<file path="config.mk">
export PLATFORM = sky130hd
export DESIGN_NAME = snake_step_ctrl
export DESIGN_NICKNAME = d
export VERILOG_FILES = /design/src/rtl/snake_step_ctrl.sv
export SDC_FILE = /design/constraint.sdc
export NUM_CORES = 1
export LEC_CHECK = 0
export CAP_MARGIN = 20
export CORE_MARGIN = 3
export CORE_UTILIZATION = 59
export CTS_BUF_LIST = sky130_fd_sc_hd__clkbuf_8
export CTS_CLUSTER_DIAMETER = 40
export DETAILED_ROUTE_END_ITERATION = 16
export GPL_ROUTABILITY_DRIVEN = 1
export GPL_TIMING_DRIVEN = 0
export PLACE_DENSITY = 0.82
export SLEW_MARGIN = 20
export SYNTH_ARGS = -nofsm -noshare
export SYNTH_HDL_FRONTEND = slang
export SYNTH_SLANG_ARGS = --single-unit
</file>
<file path="constraint.sdc">
create_clock -name vga_clock -period 3.5 [get_ports vga_clock]
set_input_delay 1.05 -clock vga_clock [delete_from_list [all_inputs] [get_ports vga_clock]]
set_output_delay 1.05 -clock vga_clock [all_outputs]
set_load 0.05 [all_outputs]
</file>
<file path="src/rtl/snake_step_ctrl.sv">
// snake_step_ctrl: game-step sequencer for the snake playfield.
// Owns the grid cell RAM port (lifetime counters, non-zero = body segment),
// clears and seeds the grid, sweeps/decrements it on each refresh tick,
// moves the head, detects wall/self/food hits and places new food.
module snake_step_ctrl #(
  parameter int WIDTH    = 30,
  parameter int HEIGHT   = 22,
  parameter int LEN_W    = 10,
  parameter int INIT_LEN = 5,
  parameter int START_X  = 15,
  parameter int START_Y  = 10
) (
  input  logic             vga_clock,
  input  logic             rst_n,
  input  logic             refresh,
  input  logic             up_in,
  input  logic             down_in,
  input  logic             left_in,
  input  logic             right_in,
  input  logic             restart_in,
  output logic             mem_req,
  output logic             mem_we,
  output logic [4:0]       mem_x,
  output logic [4:0]       mem_y,
  output logic [LEN_W-1:0] mem_wdata,
  input  logic             mem_gnt,
  input  logic [LEN_W-1:0] mem_rdata,
  output logic [4:0]       food_x,
  output logic [4:0]       food_y,
  output logic [LEN_W-1:0] length,
  output logic             dead,
  output logic             busy,
  output logic             step_done,
  output logic             tick_miss
);

  typedef enum logic [2:0] {
    S_CLEAR, S_INIT_HEAD, S_FOOD, S_IDLE, S_SWEEP, S_HEAD, S_DEAD
  } state_t;

  typedef enum logic [1:0] {D_RIGHT, D_LEFT, D_UP, D_DOWN} dir_t;

  localparam logic [4:0]       X_LAST   = 5'(WIDTH - 1);
  localparam logic [4:0]       Y_LAST   = 5'(HEIGHT - 1);
  localparam logic [5:0]       WIDTH6   = 6'(WIDTH);
  localparam logic [5:0]       HEIGHT6  = 6'(HEIGHT);
  localparam logic [4:0]       X_START  = 5'(START_X);
  localparam logic [4:0]       Y_START  = 5'(START_Y);
  localparam logic [LEN_W-1:0] LEN_INIT = LEN_W'(INIT_LEN);
  localparam logic [LEN_W-1:0] LEN_ONE  = LEN_W'(1);
  localparam logic [LEN_W-1:0] LEN_ZERO = {LEN_W{1'b0}};
  localparam logic [LEN_W-1:0] LEN_MAX  = {LEN_W{1'b1}};
  localparam logic [9:0]       LFSR_SEED = 10'h3FF;

  // Fibonacci LFSR for x^10 + x^7 + 1.
  function automatic logic [9:0] lfsr_step(input logic [9:0] v);
    return {v[8:0], v[9] ^ v[6]};
  endfunction

  // True when b points the opposite way to a.
  function automatic logic is_opposite(input dir_t a, input dir_t b);
    logic r;
    case (a)
      D_RIGHT: r = (b == D_LEFT);
      D_LEFT:  r = (b == D_RIGHT);
      D_UP:    r = (b == D_DOWN);
      D_DOWN:  r = (b == D_UP);
      default: r = 1'b0;
    endcase
    return r;
  endfunction

  state_t           state_r, state_s;
  dir_t             dir_r, dir_s, next_dir_r, next_dir_s, btn_dir_s;
  logic             btn_valid_s;
  logic [4:0]       head_x_r, head_x_s, head_y_r, head_y_s;
  logic [4:0]       nx_r, nx_s, ny_r, ny_s;
  logic [4:0]       cx_r, cx_s, cy_r, cy_s, cx_inc_s, cy_inc_s;
  logic             cur_last_s, sweep_adv_s, wall_s, edge_s;
  logic [4:0]       step_x_s, step_y_s;
  logic             rd_pend_r, rd_pend_s, grow_pend_r, grow_pend_s;
  logic             refresh_q_r;
  logic [9:0]       lfsr_r, lfsr_s;
  logic [LEN_W-1:0] len_inc_s;
  logic             mem_req_s, mem_we_s, dead_s, busy_s, step_done_s, tick_miss_s;
  logic [4:0]       mem_x_s, mem_y_s, food_x_s, food_y_s;
  logic [LEN_W-1:0] mem_wdata_s, length_s;

  // Raster cursor helpers, direction decode and head-step arithmetic.
  always_comb begin
    cur_last_s = (cx_r == X_LAST) && (cy_r == Y_LAST);
    if (cx_r == X_LAST) begin
      cx_inc_s = 5'd0;
      cy_inc_s = cy_r + 5'd1;
    end else begin
      cx_inc_s = cx_r + 5'd1;
      cy_inc_s = cy_r;
    end
    btn_valid_s = 1'b1;
    if (up_in) begin
      btn_dir_s = D_UP;
    end else if (down_in) begin
      btn_dir_s = D_DOWN;
    end else if (left_in) begin
      btn_dir_s = D_LEFT;
    end else if (right_in) begin
      btn_dir_s = D_RIGHT;
    end else begin
      btn_dir_s   = D_RIGHT;
      btn_valid_s = 1'b0;
    end
    step_x_s = head_x_r;
    step_y_s = head_y_r;
    wall_s   = 1'b0;
    case (next_dir_r)
      D_RIGHT: begin wall_s = (head_x_r == X_LAST); step_x_s = head_x_r + 5'd1; end
      D_LEFT:  begin wall_s = (head_x_r == 5'd0);   step_x_s = head_x_r - 5'd1; end
      D_UP:    begin wall_s = (head_y_r == 5'd0);   step_y_s = head_y_r - 5'd1; end
      D_DOWN:  begin wall_s = (head_y_r == Y_LAST); step_y_s = head_y_r + 5'd1; end
      default: begin wall_s = 1'b1; end
    endcase
    len_inc_s = (length == LEN_MAX) ? length : (length + LEN_ONE);
    edge_s    = refresh & ~refresh_q_r;
  end

  // Next-state and next-output logic for the step sequencer.
  always_comb begin
    state_s     = state_r;
    dir_s       = dir_r;
    next_dir_s  = next_dir_r;
    head_x_s    = head_x_r;
    head_y_s    = head_y_r;
    nx_s        = nx_r;
    ny_s        = ny_r;
    cx_s        = cx_r;
    cy_s        = cy_r;
    rd_pend_s   = rd_pend_r;
    grow_pend_s = grow_pend_r;
    lfsr_s      = lfsr_r;
    mem_req_s   = mem_req;
    mem_we_s    = mem_we;
    mem_x_s     = mem_x;
    mem_y_s     = mem_y;
    mem_wdata_s = mem_wdata;
    food_x_s    = food_x;
    food_y_s    = food_y;
    length_s    = length;
    dead_s      = dead;
    step_done_s = 1'b0;
    tick_miss_s = 1'b0;
    sweep_adv_s = 1'b0;

    if (btn_valid_s && !is_opposite(dir_r, btn_dir_s)) begin
      next_dir_s = btn_dir_s;
    end else begin
      next_dir_s = next_dir_r;
    end

    if (edge_s && (state_r != S_IDLE) && (state_r != S_DEAD)) begin
      tick_miss_s = 1'b1;
    end else begin
      tick_miss_s = 1'b0;
    end

    case (state_r)
      S_CLEAR: begin
        if (!mem_req) begin
          mem_req_s   = 1'b1;
          mem_we_s    = 1'b1;
          mem_x_s     = cx_r;
          mem_y_s     = cy_r;
          mem_wdata_s = LEN_ZERO;
        end else if (mem_gnt) begin
          if (cur_last_s) begin
            mem_req_s = 1'b0;
            cx_s      = 5'd0;
            cy_s      = 5'd0;
            state_s   = S_INIT_HEAD;
          end else begin
            // Keep the request up and move straight to the next cell.
            cx_s    = cx_inc_s;
            cy_s    = cy_inc_s;
            mem_x_s = cx_inc_s;
            mem_y_s = cy_inc_s;
          end
        end else begin
          mem_req_s = 1'b1;
        end
      end
      S_INIT_HEAD: begin
        if (!mem_req) begin
          mem_req_s   = 1'b1;
          mem_we_s    = 1'b1;
          mem_x_s     = X_START;
          mem_y_s     = Y_START;
          mem_wdata_s = LEN_INIT;
        end else if (mem_gnt) begin
          mem_req_s = 1'b0;
          state_s   = S_FOOD;
        end else begin
          mem_req_s = 1'b1;
        end
      end
      S_FOOD: begin
        lfsr_s = lfsr_step(lfsr_r);
        if (rd_pend_r) begin
          rd_pend_s = 1'b0;
          if (mem_rdata == LEN_ZERO) begin
            food_x_s    = mem_x;
            food_y_s    = mem_y;
            state_s     = S_IDLE;
            step_done_s = 1'b1;
          end else begin
            state_s = S_FOOD;
          end
        end else if (mem_req) begin
          if (mem_gnt) begin
            mem_req_s = 1'b0;
            rd_pend_s = 1'b1;
          end else begin
            mem_req_s = 1'b1;
          end
        end else if (({1'b0, lfsr_r[4:0]} < WIDTH6) && ({1'b0, lfsr_r[9:5]} < HEIGHT6)) begin
          mem_req_s = 1'b1;
          mem_we_s  = 1'b0;
          mem_x_s   = lfsr_r[4:0];
          mem_y_s   = lfsr_r[9:5];
        end else begin
          state_s = S_FOOD;
        end
      end
      S_IDLE: begin
        if (edge_s) begin
          dir_s = next_dir_r;
          if (wall_s) begin
            dead_s      = 1'b1;
            step_done_s = 1'b1;
            state_s     = S_DEAD;
          end else begin
            nx_s = step_x_s;
            ny_s = step_y_s;
            cx_s = 5'd0;
            cy_s = 5'd0;
            if (grow_pend_r) begin
              grow_pend_s = 1'b0;
              state_s     = S_HEAD;
            end else begin
              state_s = S_SWEEP;
            end
          end
        end else begin
          state_s = S_IDLE;
        end
      end
      S_SWEEP: begin
        if (rd_pend_r) begin
          rd_pend_s = 1'b0;
          if (mem_rdata != LEN_ZERO) begin
            mem_req_s   = 1'b1;
            mem_we_s    = 1'b1;
            mem_wdata_s = mem_rdata - LEN_ONE;
          end else begin
            sweep_adv_s = 1'b1;
          end
        end else if (mem_req) begin
          if (mem_gnt) begin
            if (mem_we) begin
              mem_req_s   = 1'b0;
              sweep_adv_s = 1'b1;
            end else begin
              mem_req_s = 1'b0;
              rd_pend_s = 1'b1;
            end
          end else begin
            mem_req_s = 1'b1;
          end
        end else begin
          mem_req_s = 1'b1;
          mem_we_s  = 1'b0;
          mem_x_s   = cx_r;
          mem_y_s   = cy_r;
        end
        // Finished with the current cell: chain the next read or move on.
        if (sweep_adv_s) begin
          if (cur_last_s) begin
            mem_req_s = 1'b0;
            cx_s      = 5'd0;
            cy_s      = 5'd0;
            state_s   = S_HEAD;
          end else begin
            cx_s      = cx_inc_s;
            cy_s      = cy_inc_s;
            mem_req_s = 1'b1;
            mem_we_s  = 1'b0;
            mem_x_s   = cx_inc_s;
            mem_y_s   = cy_inc_s;
          end
        end else begin
          cx_s = cx_s;
        end
      end
      S_HEAD: begin
        if (rd_pend_r) begin
          rd_pend_s = 1'b0;
          if (mem_rdata != LEN_ZERO) begin
            dead_s      = 1'b1;
            step_done_s = 1'b1;
            state_s     = S_DEAD;
          end else if ((nx_r == food_x) && (ny_r == food_y)) begin
            length_s    = len_inc_s;
            grow_pend_s = 1'b1;
            mem_req_s   = 1'b1;
            mem_we_s    = 1'b1;
            mem_wdata_s = len_inc_s;
          end else begin
            mem_req_s   = 1'b1;
            mem_we_s    = 1'b1;
            mem_wdata_s = length;
          end
        end else if (mem_req) begin
          if (mem_gnt) begin
            mem_req_s = 1'b0;
            if (mem_we) begin
              head_x_s = nx_r;
              head_y_s = ny_r;
              if (grow_pend_r) begin
                state_s = S_FOOD;
              end else begin
                state_s     = S_IDLE;
                step_done_s = 1'b1;
              end
            end else begin
              rd_pend_s = 1'b1;
            end
          end else begin
            mem_req_s = 1'b1;
          end
        end else begin
          mem_req_s = 1'b1;
          mem_we_s  = 1'b0;
          mem_x_s   = nx_r;
          mem_y_s   = ny_r;
        end
      end
      S_DEAD: begin
        mem_req_s = 1'b0;
        rd_pend_s = 1'b0;
        if (restart_in) begin
          state_s     = S_CLEAR;
          dead_s      = 1'b0;
          length_s    = LEN_INIT;
          head_x_s    = X_START;
          head_y_s    = Y_START;
          dir_s       = D_RIGHT;
          next_dir_s  = D_RIGHT;
          grow_pend_s = 1'b0;
          cx_s        = 5'd0;
          cy_s        = 5'd0;
        end else begin
          state_s = S_DEAD;
        end
      end
      default: begin
        state_s   = S_CLEAR;
        mem_req_s = 1'b0;
        rd_pend_s = 1'b0;
        cx_s      = 5'd0;
        cy_s      = 5'd0;
      end
    endcase

    busy_s = (state_s != S_IDLE) && (state_s != S_DEAD);
  end

  // State and registered outputs; async reset abandons any access in flight.
  always_ff @(posedge vga_clock or negedge rst_n) begin
    if (!rst_n) begin
      state_r     <= S_CLEAR;
      dir_r       <= D_RIGHT;
      next_dir_r  <= D_RIGHT;
      head_x_r    <= X_START;
      head_y_r    <= Y_START;
      nx_r        <= X_START;
      ny_r        <= Y_START;
      cx_r        <= 5'd0;
      cy_r        <= 5'd0;
      rd_pend_r   <= 1'b0;
      grow_pend_r <= 1'b0;
      refresh_q_r <= 1'b0;
      lfsr_r      <= LFSR_SEED;
      mem_req     <= 1'b0;
      mem_we      <= 1'b0;
      mem_x       <= 5'd0;
      mem_y       <= 5'd0;
      mem_wdata   <= LEN_ZERO;
      food_x      <= 5'd0;
      food_y      <= 5'd0;
      length      <= LEN_INIT;
      dead        <= 1'b0;
      busy        <= 1'b1;
      step_done   <= 1'b0;
      tick_miss   <= 1'b0;
    end else begin
      state_r     <= state_s;
      dir_r       <= dir_s;
      next_dir_r  <= next_dir_s;
      head_x_r    <= head_x_s;
      head_y_r    <= head_y_s;
      nx_r        <= nx_s;
      ny_r        <= ny_s;
      cx_r        <= cx_s;
      cy_r        <= cy_s;
      rd_pend_r   <= rd_pend_s;
      grow_pend_r <= grow_pend_s;
      refresh_q_r <= refresh;
      lfsr_r      <= lfsr_s;
      mem_req     <= mem_req_s;
      mem_we      <= mem_we_s;
      mem_x       <= mem_x_s;
      mem_y       <= mem_y_s;
      mem_wdata   <= mem_wdata_s;
      food_x      <= food_x_s;
      food_y      <= food_y_s;
      length      <= length_s;
      dead        <= dead_s;
      busy        <= busy_s;
      step_done   <= step_done_s;
      tick_miss   <= tick_miss_s;
    end
  end

endmodule
</file>
==> results.json <==
{
  "wl_per_cell_um": 19.9,
  "worstMarginPinSlew_ns": 1.09,
  "cts_tree": "built",
  "cp-start-kind": "input pin",
  "critPathMaxFanout": 10,
  "die_width_um": 109,
  "grt_max_degree": 62,
  "period_share_pct": 97.1,
  "synth.avg_cell_area_um2": 8.31,
  "grt_overflow_total": 0,
  "worstReg2RegEnd": "length[7]",
  "status": "complete, no violations",
  "synth_common_cells": "115 x nand2_1, 83 x o21ai_0, 71 x dfrtp_1",
  "antenna_cells": 0,
  "synthTopCellsByArea": "dfrtp_1 28%, dfstp_2 10%, nand2_1 6.9%",
  "drv_slew": 0,
  "synth_area_mm2": 0.00630,
  "rr_worst_depth": 7,
  "rsz0062_at_grt": "false",
  "core_area_mm2": 0.0104,
  "grt_usage_pct": 33.6,
  "p_leak_uw": 0.00308,
  "antenna_found_initial": 0,
  "hp-start": "lfsr_r[7]",
  "htreeDepth": 3,
  "wl_mm": 19.5,
  "setup-tns-final_ns": 0,
  "yosys_register_bits": 96,
  "multiInputGateArea_mm2": 0.00366,
  "ys_types": 66,
  "relSlewSlack_pct": 26.7,
  "regArea_mm2": 0.00243,
  "fp.dieH_um": 109,
  "fp-row-count": 37,
  "maxCapViolations": 0,
  "ios": 65,
  "drc": 0,
  "ant_nets": 0,
  "arrival_ns": 3.65,
  "cp.required_ns": 3.75,
  "postLayoutCoreUtil_pct": 71.2,
  "synthCells": 758,
  "drt_iter0_drc": 727,
  "clockBufferDepth": 2,
  "min_period_ns": 3.40,
  "cts_buffers": 9,
  "reg2reg_setup_slack_ns": 0.34,
  "drt_first_pass_iters": 5,
  "clk_latency_ns": 0.38,
  "clockRootBuffer": "clkbuf_8",
  "final_nets": 872,
  "ys_seq_area_share_pct": 38.7,
  "drive_gt1_share_pct": 9.37,
  "place_congestion": 0.994,
  "critical_path_class": "input pin to flip-flop",
  "hold_viol": 0,
  "cts_hold_buf": 0,
  "ys_warn_count": 0,
  "synth_most_common_cell": "nand2_1",
  "synth_top_area_cell": "dfrtp_1",
  "fill_cells": 839,
  "syn_nets": 792,
  "powerDensity_mw_per_mm2": 654,
  "dieArea_mm2": 0.0119,
  "viasPerCell": 6.60,
  "fmax_mhz": 294,
  "irDropWorstVdd_mv": 0.471,
  "grt_pass1_wl_mm": 31.0,
  "clock_skew_ns": 0.0103,
  "via_count": 6459,
  "synth-edff-count": 0,
  "port_buffers": 64,
  "dp_hpwl_mm": 14.8,
  "min_to": "lfsr_r[7]",
  "synthFlopType": "dfrtp_1",
  "end_kind": "flip-flop",
  "cts.sinks": 96,
  "start_util_pct": 60.7,
  "synthToLayoutAreaGrowth_pct": 17.2,
  "r2r-start": "state_r[0]",
  "netlist.area_leader.share_pct": 28.2,
  "holdPathStages": 2,
  "path_clk_slew_ns": 0.10,
  "grt_pass1_vias": 6087,
  "async_flop_share_pct": 100,
  "setup_viol": 0,
  "hold_class": "flip-flop to flip-flop"
}
[repair_timing]
action	4_1_cts	5_1_grt
setup buffers	5	0
pin swaps	4	0
hold endpoints to repair	0	0
endpoints found under the setup margin	38	10
resized for setup	9	2
[final cells by class]
type                            instances  share of cell area, %
Inverter                               22                   1.12
Timing Repair Buffer                   70                   9.58
Clock buffer                            9                   1.68
Clock inverter                          7                  0.644
Tap cell                              136                   2.31
Multi-Input combinational cell        599                   49.6
Sequential cell                        96                   33.0
Buffer                                 40                   2.10
[registers in the layout, summed over array words and instances (netlist names), 3 cells and up]
name and cells:
head_y_r 5, mem_wdata 10, lfsr_r 10, ny_r 5, cx_r 5, state_r 3
length 10, food_x 5, cy_r 5, nx_r 5, mem_x 5, mem_y 5
food_y 5, head_x_r 5
[critical path: stages]
cell,delay (ns)
clkdlybuf4s50_1,0.44
inv_1,0.13
ha_1,0.15
or4b_4,0.48
nor4_4,0.25
a21oi_4,0.10
a221o_2,0.43
clkbuf_1,0.25
o21ai_0,0.25
o41ai_1,0.11
[metrics by stage]
stage / setup slack (ns) / instances / hold slack, ns / area, um2 / total power (uW)
5_1_grt: 0.00763 / 979 / 0.495 / 7380 / 5110
3_5_place_dp: -0.628 / 959 / 0.462 / 7140 / 4060
2_1_floorplan: 0.302 / 758 / 0.442 / 6300 / 3260
3_3_place_gp: -1.98 / 958 / 0.450 / 7110 / 3990
6_report: 0.101 / 979 / 0.478 / 7380 / 4830
4_1_cts: 0.0259 / 979 / 0.477 / 7370 / 4780
[cell families after synthesis]
logic type | after synthesis | synth area share (%)
and+or+nand+nor | 301 | 23.3
AOI/OAI and AO/OA | 223 | 21.9
DFF | 96 | 38.7
buffers and inverters | 63 | 3.78
xor gates and xnor gates | 33 | 4.59
muxes | 27 | 4.51
adders and majority gates | 15 | 3.22
[placed cells by master, fill, tap and decap left out, types with 5 or more instances in the layout]
| master | instances |
|---|---|
| dfstp_2 | 25 |
| nor2_1 | 52 |
| a22o_1 | 5 |
| o31ai_1 | 9 |
| a211oi_1 | 5 |
| clkbuf_8 | 9 |
| and3_1 | 9 |
| nor4_1 | 6 |
| nor3b_1 | 5 |
| dfrtp_1 | 71 |
| nand4_1 | 6 |
| o21ai_0 | 82 |
| a22oi_1 | 7 |
| ha_1 | 13 |
| nand2b_1 | 8 |
| nor2b_1 | 9 |
| nor3_1 | 24 |
| clkbuf_1 | 35 |
| or2_2 | 6 |
| mux2_2 | 11 |
| nand2_1 | 115 |
| o211ai_1 | 7 |
| nand3_1 | 27 |
| buf_4 | 6 |
| clkdlybuf4s50_1 | 63 |
| or3_1 | 7 |
| xnor2_1 | 18 |
| and2_1 | 6 |
| mux2i_1 | 16 |
| a21o_1 | 12 |
| a31oi_1 | 10 |
| a21oi_1 | 47 |
| xor2_1 | 15 |
| inv_1 | 23 |
[where the power goes]
| part | switching [uW] | internal [uW] | total (uW) | leakage (uW) |
|---|---|---|---|---|
| combinational | 1580 | 875 | 2460 | 0.00179 |
| clock | 413 | 260 | 673 | 0.0000912 |
| sequential | 323 | 1380 | 1700 | 0.00120 |
| total | 2320 | 2510 | 4830 | 0.00308 |
[metal layers]
layer / share of wire (%) / GRT usage (%) / vias to the layer above
met1: 40 / 44.2 / 3122
met2: 47 / 55.5 / 389
li1: - / - / 2887
met4: 3.9 / 14.4 / 0
met5: 0 / 0 / -
met3: 8.4 / 4.82 / 61
[worst max path at each step]
stage,endpoint,from,cells after the start
3_3_place_gp,cx_r[0],rst_n,1
2_1_floorplan,cy_r[0],mem_rdata[0],8
5_1_grt,length[7],mem_rdata[0],10
6_report,cy_r[3],mem_rdata[0],10
3_5_place_dp,length[1],mem_rdata[0],10
4_1_cts,mem_wdata[5],mem_rdata[0],11
(Power assumes the default switching activity.)
